File: src/rtl/upc_sequencer.sv
// upc_sequencer: micro-program counter with next-address sequencing and a return-address stack
// Ports:
//   clk, rst       clock and synchronous active-high reset
//   en             advance enable (0 holds every piece of state)
//   op, cond       sequencing op and datapath branch condition
//   target         jump/branch/call destination from the current microword
//   back_val       upc - 2 from the external subtract-by-2 stage
//   upc            current micro-address
//   stack_empty    return stack holds no entries
//   stack_full     return stack holds DEPTH entries
//   err            sticky fault from CALL on full or RET on empty
module upc_sequencer #(
    parameter int WIDTH = 11,
    parameter int DEPTH = 4,
    parameter logic [WIDTH-1:0] RESET_ADDR = '0
) (
    input  logic             clk,
    input  logic             rst,
    input  logic             en,
    input  logic [2:0]       op,
    input  logic             cond,
    input  logic [WIDTH-1:0] target,
    input  logic [WIDTH-1:0] back_val,
    output logic [WIDTH-1:0] upc,
    output logic             stack_empty,
    output logic             stack_full,
    output logic             err
);
    localparam int AW = $clog2(DEPTH);
    localparam logic [AW:0] SP_FULL = (AW + 1)'(DEPTH);
    localparam logic [2:0] OP_NEXT  = 3'd0;
    localparam logic [2:0] OP_JUMP  = 3'd1;
    localparam logic [2:0] OP_BRT   = 3'd2;
    localparam logic [2:0] OP_BRF   = 3'd3;
    localparam logic [2:0] OP_CALL  = 3'd4;
    localparam logic [2:0] OP_RET   = 3'd5;
    localparam logic [2:0] OP_BACK2 = 3'd6;

    logic [WIDTH-1:0] stack [DEPTH];
    logic [AW:0]      sp, sp_n, sp_dec;
    logic [WIDTH-1:0] upc_n, upc_inc, top;
    logic             push, fault;

    assign upc_inc = upc + WIDTH'(1);
    assign sp_dec  = sp - (AW + 1)'(1);
    assign top     = stack[sp_dec[AW-1:0]];

    always_comb begin
        upc_n = upc;
        sp_n  = sp;
        push  = 1'b0;
        fault = 1'b0;
        case (op)
            OP_NEXT:  upc_n = upc_inc;
            OP_JUMP:  upc_n = target;
            OP_BRT:   upc_n = cond ? target : upc_inc;
            OP_BRF:   upc_n = cond ? upc_inc : target;
            OP_CALL: begin
                fault = stack_full;
                push  = !stack_full;
                sp_n  = stack_full ? sp : sp + (AW + 1)'(1);
                upc_n = stack_full ? upc : target;
            end
            OP_RET: begin
                fault = stack_empty;
                sp_n  = stack_empty ? sp : sp_dec;
                upc_n = stack_empty ? upc : top;
            end
            OP_BACK2: upc_n = back_val;
            default:  upc_n = upc;
        endcase
    end

    always_ff @(posedge clk) begin
        if (rst) begin
            upc         <= RESET_ADDR;
            sp          <= '0;
            err         <= 1'b0;
            stack_empty <= 1'b1;
            stack_full  <= 1'b0;
        end else if (en) begin
            upc         <= upc_n;
            sp          <= sp_n;
            err         <= err | fault;
            stack_empty <= sp_n == '0;
            stack_full  <= sp_n == SP_FULL;
        end
    end

    // Stack storage needs no reset; sp alone defines which entries are live.
    always_ff @(posedge clk) begin
        if (!rst && en && push)
            stack[sp[AW-1:0]] <= upc_inc;
    end
endmodule

File: config.mk
export PLATFORM = sky130hd
export DESIGN_NAME = upc_sequencer
export DESIGN_NICKNAME = d
export VERILOG_FILES = /design/src/rtl/upc_sequencer.sv
export SDC_FILE = /design/constraint.sdc
export NUM_CORES = 1
export LEC_CHECK = 0
export CAP_MARGIN = 20
export CORE_UTILIZATION = 60
export CTS_BUF_LIST = sky130_fd_sc_hd__clkbuf_16
export DETAILED_ROUTE_END_ITERATION = 12
export MAX_ROUTING_LAYER = met4
export PLACE_DENSITY = 0.92
export SYNTH_ARGS = -nofsm -noshare
export SYNTH_HDL_FRONTEND = slang
export SYNTH_SLANG_ARGS = --single-unit
File: constraint.sdc
create_clock -name clk -period 6 [get_ports clk]
set_clock_uncertainty 0.15 [all_clocks]
set_input_delay 0.6 -clock clk [delete_from_list [all_inputs] [get_ports clk]]
set_output_delay 0.6 -clock clk [all_outputs]
set_load 0.005 [all_outputs]
==> results.toml <==
[worst_setup_path]
crit_path_cell_trace = "inv_1 -> ha_1 -> mux4_2 -> a211oi_1 -> nor3_1 -> a221oi_2 -> a211oi_1"
critPathMaxFanout = 16
critPathMaxStageDelay_ps = 810
critPathKind = "reg -> reg"
start_kind = "flop"
end_kind = "flop"
arrival_ps = 3270
required_ps = 6030
cpLargestDelayFamily = "adder cells"
slowest_stage = "ha_1"
setup.worst_path.start = "sp[0]"
reg2reg_slack_ps = 2750
crit_top_cell = "a211oi_1"
crit_buf_inv = 1
r2r-start = "sp[0]"

[detailed_routing]
antenna_left = 0
post_drt_wl_per_cell_um = 20.1
vias = 2766
dr.pass1.iters = 5
dr.first_iter.drc_count = 318
drc_errors = 0
wl_um = 8510
viasPerCell = 6.52

[synthesis]
yosysSeqAreaShare_pct = 47.8
synth.most_common_cell = "edfxtp_1"
synth_edf_count = 44
ys_dominant_reg_cell = "edfxtp_1"
synth_fp_nets = 344
netlist_top_cells_count = "44 x edfxtp_1, 27 x nand2_1, 22 x nor2_1"
ys_warn_count = 0
synth.area.top_cells = "edfxtp_1 38%, dfxtp_1 9.8%, mux4_1 3.0%, nand2_1 2.9%, mux4_2 2.6%"
netlist.top_cell.by_area = "edfxtp_1"
yosysUniqueCellTypes = 62
synth_seq_cells = 61
avgSynthCellArea_um2 = 11.2
syn-instance-count = 310
netlist_area_mm2 = 0.00348
async_flop_share_pct = 0
synth_top_area_share_pct = 38.0

[layout]
stdcell_area_mm2 = 0.00413
area_delta_synth_final_pct = 18.7
nets = 381
drive_above_1_share_pct = 11.4
antenna_cells = 0

[global_routing]
grt_pass1_wl_um = 13400
grtUsageTotal_pct = 29.9
overflow = 0
antenna_found_initial = 0
met1_usage_pct = 38.6
grt_max_degree = 44
grt-busiest-layer = "met2"
use_met2_pct = 47.8
grt_pass1_vias = 2672
grtUsageMet3_pct = 4.88

[clock_network]
clock_sinks = 61
hold_buffers = 0
cts-resized-gates = 0
cts_root_buffer = "clkbuf_16"
clockBufferDepth = 2
htreeDepth = 3
postCtsSetupBuffers = 0
clk_pin_slew_ps = 60
tritoncts = "done"
clk_latency_ps = 320
cts_made_buffers = 9

[timing]
slew_headroom_pct = 39.8
post-route-min-period_ps = 3250
tightest_slew_ps = 900
finalSetupTns_ps = 0
fin_ws_ps = 2750
clock.fmax_ghz = 0.308
setup_viol = 0
hold_violations = 0
maxSlewViolCount = 0
rsz0062_at_grt = "false"
final.period_utilization_pct = 54.1

[pwr]
comb_power_share_pct = 14.0
ir_worst_vdd_v = 0.000239
p_seq_share_pct = 44.2
switching_power_uw = 277
p_int_uw = 813
power_leakage_uw = 0.00141
power_density_mw_per_mm2 = 264
clkPwrFrac_pct = 41.8
swShare_pct = 25.4
fin_total_pwr_uw = 1090

[place]
hpwlAfterDp_um = 5730
placed_cell_area_mm2 = 0.00386
io_buffer_count = 42
gp_congestion = 0.887
place_ws_ps = 2650

[floorplanning]
io_pins = 43
die_y_um = 78.1
coreArea_mm2 = 0.00554
rows = 27
die_area_mm2 = 0.00610
fp.dieW_um = 78.1
start_util_pct = 62.8

[job]
max_cap_viol_count = 0

[worst_hold_path]
min_from = "err"
hp-class = "reg -> reg"

[status]
outcome = "finished, final reports clean"
-- layout make-up --
class / instances / area, µm²
flip-flops and latches: 61 / 1660
multi-input cells: 221 / 1630
fillers: 365 / 1410
repair buffers: 44 / 435
clock buffers: 9 / 225
well taps: 72 / 90.1
clock inverters: 7 / 42.5
inverters: 10 / 37.5
-- flip-flops by register name, summed over array words and instances, names as in the netlist --
name,flops
upc,11
stack_empty,1
sp,3
stack,44
err,1
stack_full,1
-- cell families after synthesis --
group           after synthesis  synth area share (%)
mux                          16                  8.06
compound gates               74                  15.8
flops                        61                  47.8
simple gates                112                  17.7
buf+inv                      28                  5.22
fa+ha+maj                     7                  2.41
xor+xnor                     12                  3.02
-- cell usage in the layout (no fill, tap or decap), types with 3 or more instances in the layout --
cell type / n
edfxtp_1: 44
clkdlybuf4s50_1: 42
nand2_1: 27
nor2_1: 22
dfxtp_1: 17
nand3_1: 14
o21ai_0: 12
a21oi_1: 11
inv_1: 9
o211ai_1: 9
clkbuf_16: 9
xnor2_1: 8
a22oi_1: 8
a211oi_1: 8
nor2b_1: 6
and2_1: 5
nor3b_1: 5
ha_1: 5
xor2_1: 4
nor3_1: 4
nand4_1: 4
nand2b_1: 4
mux4_1: 4
nand3b_1: 4
a221oi_1: 4
mux2_2: 4
mux2i_1: 4
mux4_2: 4
and4_1: 3
a32oi_1: 3
clkinv_2: 3
-- metal layers --
| layer | routed length, µm | up-vias |
|---|---|---|
| met5 | 0 | - |
| met4 | 200 | 0 |
| met3 | 776 | 20 |
| met2 | 4080 | 166 |
| met1 | 3450 | 1313 |
| li1 | - | 1267 |
-- stage by stage --
| stage | std cells | util (%) | hold WS (ps) |
|---|---|---|---|
| floorplan | 310 | - | 313 |
| global placement | 408 | 69.6 | 308 |
| detailed placement | 408 | 69.6 | 321 |
| CTS | 424 | 74.5 | 333 |
| global route | 424 | 74.5 | 383 |
| finish | 424 | 74.5 | 332 |
-- final timing paths --
check        depth (start not counted)  endpoint
min                                  2       err
min reg2reg                          2       err
max                                  7    upc[4]
max reg2reg                          7    upc[4]
-- worst register-to-register path, delay by kind of cell, from the launching register on --
kind                     cells  cell delay, ps
AND/OR/NAND/NOR              1              90
multiplexers                 1             410
AO/OA/AOI/OAI                3             570
adder cells (fa/ha/maj)      1             810
buffers and inverters        1             310
flip-flops                   1             770
-- power by group through the flow --
stage	clock network [µW]	registers [µW]	logic (µW)
after detailed placement	0	489	147
final	456	482	152
after global routing	479	482	164
after CTS	459	481	150
after global placement	0	489	142
after floorplan	0	485	93.6
Power figures use the tool's default switching activity.
